==> src/rtl/ks_adder_rr_arbiter.sv <==
// ks_adder_rr_arbiter: round-robin sharing of one Kogge-Stone adder with a registered response slot.
// Optional macro KS_ARB_SAT_EN makes a carry-out saturate rsp_sum to all-ones.
module ks_adder #(
    parameter int W = 24
) (
    input  logic [W-1:0] a,
    input  logic [W-1:0] b,
    input  logic         cin,
    output logic [W-1:0] sum,
    output logic         cout
);
    localparam int L = $clog2(W);
    logic [W-1:0] g [0:L];
    logic [W-1:0] p [0:L];
    always_comb begin
        g[0] = a & b;
        p[0] = a ^ b;
        g[0][0] = g[0][0] | (p[0][0] & cin);
        for (int l = 0; l < L; l++) begin
            g[l+1] = g[l];
            p[l+1] = p[l];
            for (int i = 1 << l; i < W; i++) begin
                g[l+1][i] = g[l][i] | (p[l][i] & g[l][i-(1<<l)]);
                p[l+1][i] = p[l][i] & p[l][i-(1<<l)];
            end
        end
    end
    assign sum  = p[0] ^ {g[L][W-2:0], cin};
    assign cout = g[L][W-1];
endmodule

module ks_adder_rr_arbiter #(
    parameter int WIDTH = 24,
    parameter int NREQ  = 4
) (
    input  logic                    clk,
    input  logic                    rst,
    input  logic [NREQ-1:0]         req_valid,
    output logic [NREQ-1:0]         req_ready,
    input  logic [NREQ*WIDTH-1:0]   req_a,
    input  logic [NREQ*WIDTH-1:0]   req_b,
    input  logic [NREQ-1:0]         req_cin,
    output logic                    rsp_valid,
    input  logic                    rsp_ready,
    output logic [$clog2(NREQ)-1:0] rsp_id,
    output logic [WIDTH-1:0]        rsp_sum,
    output logic                    rsp_cout
);
    localparam int IDW = $clog2(NREQ);
    logic             rsp_valid_q, rsp_valid_d;
    logic [WIDTH-1:0] rsp_sum_q, rsp_sum_d;
    logic             rsp_cout_q, rsp_cout_d;
    logic [IDW-1:0]   rsp_id_q, rsp_id_d;
    logic [IDW-1:0]   rr_ptr_q, rr_ptr_d;
    logic [IDW-1:0]   grant;
    logic             found, can_accept, accept;
    logic [WIDTH-1:0] op_a, op_b, add_sum, res_sum;
    logic             op_cin, add_cout;
    // Descending scan so the requester closest to rr_ptr is the one left standing.
    always_comb begin
        grant = '0;
        found = 1'b0;
        for (int k = NREQ - 1; k >= 0; k--) begin
            if (req_valid[(int'(rr_ptr_q) + k) % NREQ]) begin
                grant = IDW'((int'(rr_ptr_q) + k) % NREQ);
                found = 1'b1;
            end
        end
    end
    assign can_accept = !rsp_valid_q || rsp_ready;
    assign accept     = found && can_accept && !rst;
    assign req_ready  = accept ? (NREQ'(1) << grant) : '0;
    assign op_a       = req_a[int'(grant)*WIDTH +: WIDTH];
    assign op_b       = req_b[int'(grant)*WIDTH +: WIDTH];
    assign op_cin     = req_cin[grant];
    ks_adder #(.W(WIDTH)) u_add (
        .a    (op_a),
        .b    (op_b),
        .cin  (op_cin),
        .sum  (add_sum),
        .cout (add_cout)
    );
`ifdef KS_ARB_SAT_EN
    assign res_sum = add_cout ? '1 : add_sum;
`else
    assign res_sum = add_sum;
`endif
    always_comb begin
        rsp_valid_d = accept || (rsp_valid_q && !rsp_ready);
        rsp_sum_d   = accept ? res_sum : rsp_sum_q;
        rsp_cout_d  = accept ? add_cout : rsp_cout_q;
        rsp_id_d    = accept ? grant : rsp_id_q;
        rr_ptr_d    = accept ? ((int'(grant) == NREQ - 1) ? '0 : grant + 1'b1) : rr_ptr_q;
    end
    always_ff @(posedge clk or posedge rst) begin
        if (rst) begin
            rsp_valid_q <= 1'b0;
            rsp_sum_q   <= '0;
            rsp_cout_q  <= 1'b0;
            rsp_id_q    <= '0;
            rr_ptr_q    <= '0;
        end else begin
            rsp_valid_q <= rsp_valid_d;
            rsp_sum_q   <= rsp_sum_d;
            rsp_cout_q  <= rsp_cout_d;
            rsp_id_q    <= rsp_id_d;
            rr_ptr_q    <= rr_ptr_d;
        end
    end
    assign rsp_valid = rsp_valid_q;
    assign rsp_sum   = rsp_sum_q;
    assign rsp_cout  = rsp_cout_q;
    assign rsp_id    = rsp_id_q;
endmodule
==> config.mk <==
export PLATFORM = sky130hd
export DESIGN_NAME = ks_adder_rr_arbiter
export DESIGN_NICKNAME = d
export VERILOG_FILES = /design/src/rtl/ks_adder_rr_arbiter.sv
export SDC_FILE = /design/constraint.sdc
export NUM_CORES = 1
export LEC_CHECK = 0
export CELL_PAD_IN_SITES_DETAIL_PLACEMENT = 1
export CELL_PAD_IN_SITES_GLOBAL_PLACEMENT = 2
export CORE_AREA = 5 5 152 154
export CTS_CLUSTER_DIAMETER = 30
export DETAILED_ROUTE_END_ITERATION = 8
export DIE_AREA = 0 0 157 159
export PLACE_DENSITY_LB_ADDON = 0.1
export SLEW_MARGIN = 30
export SYNTH_ARGS = -nofsm -noshare
export SYNTH_HDL_FRONTEND = slang
export SYNTH_HIERARCHICAL = 1
export SYNTH_SLANG_ARGS = --single-unit
==> constraint.sdc <==
create_clock -name clk -period 5.15 [get_ports clk]
set_clock_uncertainty 0.1 [all_clocks]
set_input_delay 1.03 -clock clk [delete_from_list [all_inputs] [get_ports clk]]
set_output_delay 1.03 -clock clk [all_outputs]
set_load 0.01 [all_outputs]
==> key figures <==
Worst setup path
  – WP buf/inv: 2
  – Reg2reg start: rr_ptr_q[1]$_DFFE_PP0P_
  – CP Max Fanout: 24
  – Critical path depth in cells: 15
  – Reg2Reg Depth: 14
  – Element type at the critical path end: register
  – Cell mode on critical path: a21o_1
  – Slowest stage cell on the critical path: clkdlybuf4s50_1
  – CP Launch Point: req_valid[3]
  – CP endpoint: rsp_sum[21]$_DFFE_PP0P_
  – Critical path's largest stage delay: 550 ps
  – RR Endpoint: rsp_sum[21]$_DFFE_PP0P_
  – Critical Path RT: 5220 ps
  – CP cell instances: clkdlybuf4s50_1 > mux2i_1 > a2bb2oi_4 > and2_2 > buf_4 > nand2_1 > a31oi_1 > ha_1 > a21o_1 > a21o_1 > a221o_1 > a211oi_4 > o21ai_1 > xor2_1 > mux2_2
  – Critical path startpoint category: input port
  – R2R Setup Slk: 1170 ps
  – CP delay by family, top: compound AO/OA/AOI/OAI gates
  – Data arrival time of the worst path: 4840 ps
  – Critical path type: input port to register

Clock tree
  – Clock Sink Count: 30
  – Clock root buffer: clkbuf_16
  – Clk buf depth: 2
  – CTS tree: done
  – H-tree depth: 2
  – Post-cts sizing count: 0
  – CTS Hold Bufs: 0
  – CTS Buf Count: 5
  – Worst-path clk slew: 60 ps
  – Clock Latency Late Sink: 290 ps
  – Postcts setup bufs: 0

Die
  – # IOs: 235
  – Initial Utilization: 0.1970
  – Die height: 159 µm
  – Die W: 157 µm
  – Row count: 54
  – Die area: 24960 µm²
  – Core Region: 21550 µm²

Power and ir drop
  – Power density over the cells: 567.6 nW/µm²
  – VDD IR max: 159.0 µV
  – LEAKAGE: 2.902 nW

Synthesis
  – YS warnings: 6
  – Syn_area_per_cell: 7.514 µm²
  – Async set-reset flop share out of synthesis: 1.000
  – Post-synth EDFFs: 0
  – Yosys cell types: 62
  – Mapped Area: 4245 µm²
  – Syn Nets: 793
  – Sequential area share after synthesis: 0.1768
  – Ys flop type: dfrtp_1
  – Synthesis-stage register bit count: 30
  – Mapped Cells: 565

Route
  – Final ANT Viol Nets: 0
  – DRC errors left: 0
  – Vias per cell: 4.878
  – Iteration-0 DRC Markers: 172
  – Via count: 5293
  – Iteration count of the initial detailed-routing pass: 4
  – Routed wire length per instance: 20.54 µm
  – Total Routed Length: 22280 µm

Timing
  – RSZ-0062 raised after global routing: false
  – Hold Vio Cnt, Final: 0
  – Hold_ws: 406.8 ps
  – Worst-margin pin slew: 474.3 ps
  – Peak Freq: 209.7 MHz
  – Slew Viols, Final: 0
  – Worst slew margin: 0.6823
  – Final WS setup: 382.1 ps
  – Setup TNS: 0 ps
  – Final setup violation count: 0
  – Final min period: 4768 ps
  – Period utilisation layout: 0.9258

Flow run
  – Maximum Capacitance Violations: 0

Final layout
  – Final net count: 1030
  – Multi-input gate area: 3229 µm²
  – Util after Layout: 0.3350
  – Most frequent cells in the layout: clkdlybuf4s50_1, nand2_1, a211oi_1
  – Synth-to-layout area growth: 70.09%
  – Storage cell area: 750.7 µm²
  – Most common cell after layout, fill and taps aside: clkdlybuf4s50_1
  – Share of layout cells above drive strength 1: 0.1183
  – Number of fill cells: 2538

GRT
  – Antenna violations before repair: 2
  – First-pass GRT wire length: 34350 µm
  – Total Routing Usage GR: 0.1752
  – Vias in the first global route: 5998
  – Gr ovfl total: 0
  – Largest net degree at the start of global routing: 62

Min path
  – Hold path start: rsp_sum[2]$_DFFE_PP0P_
  – Hold WC Path Type: register to register

Status
  – Status: complete, no violations

Place
  – Post-DP HPWL: 18510 µm
  – DP Worst Slack: 49.98 ps
  – I/O Buffers: 234
  – RD Place Congestion: 0.8567
metal layers:
layer | GRT usage | part of all wire | vias to the layer above
met1 | 0.1963 | 0.40 | 2529
met3 | 0.04648 | 0.064 | 21
met2 | 0.3259 | 0.52 | 146
met5 | 0 | 0 | -
met4 | 0.04221 | 0.021 | 0
li1 | - | - | 2597
synth_stat cells (all sizes together), types with 4 or more instances:
library cell / instances / area [µm²]
o21ai: 20 / 103.9
mux2: 26 / 292.8
inv: 9 / 33.78
a21oi: 19 / 102.6
and3: 50 / 312.8
xor2: 6 / 52.55
buf: 24 / 171.4
a31oi: 51 / 319.1
xnor2: 11 / 96.34
a21o: 12 / 91.34
nand2: 118 / 445.4
nor3: 9 / 50.05
nand3: 6 / 30.03
ha: 23 / 287.8
nand2b: 4 / 25.02
nor2: 21 / 86.33
o21a: 5 / 37.54
dfrtp: 30 / 750.7
clkbuf: 21 / 81.33
a211oi: 60 / 478.0
kinds of logic after synthesis:
group,share of synthesized area
buf+inv,0.06749
xor+xnor,0.03507
simple gates,0.2549
compound gates,0.3148
fa+ha+maj,0.07722
mux,0.07368
flops,0.1768
where the power goes:
part	total [mW]	leakage, nW	internal, mW	switching, mW
Sequential	0.432	0.349	0.359	0.0730
Clock	0.309	0.0729	0.191	0.118
Combinational	3.36	2.48	1.58	1.78
worst min-delay path by stage:
stage / endpoint / slack, ps / cells past startpoint
2_1_floorplan: rsp_sum[2]$_DFFE_PP0P_ / 430 / 1
3_3_place_gp: rsp_sum[2]$_DFFE_PP0P_ / 380 / 1
3_5_place_dp: rsp_sum[7]$_DFFE_PP0P_ / 400 / 1
4_1_cts: rsp_sum[2]$_DFFE_PP0P_ / 410 / 1
5_1_grt: rsp_sum[7]$_DFFE_PP0P_ / 440 / 1
6_report: rsp_sum[2]$_DFFE_PP0P_ / 410 / 1
state kept, by name, indices dropped and copies added (netlist names):
signal,count
rsp_id,2
rr_ptr_q,2
rsp_sum,24
rsp_cout,1
rsp_valid,1
metrics by stage:
step	area (µm²)	std cells	total power, mW
floorplan	4245	565	2.563
global placement	7064	1075	3.804
detailed placement	7064	1075	3.850
CTS	7216	1083	4.192
global route	7221	1085	4.498
finish	7221	1085	4.098
area by class of cell:
type | instances | area share
repair buffers | 275 | 0.3739
clock inverters | 2 | 0.001733
well taps | 280 | 0.04852
clock buffers | 6 | 0.01923
flip-flops and latches | 30 | 0.1040
inverters | 9 | 0.004679
multi-input cells | 481 | 0.4472
diodes | 2 | 0.0006931
No activity file was read; power rests on OpenSTA's default activity.
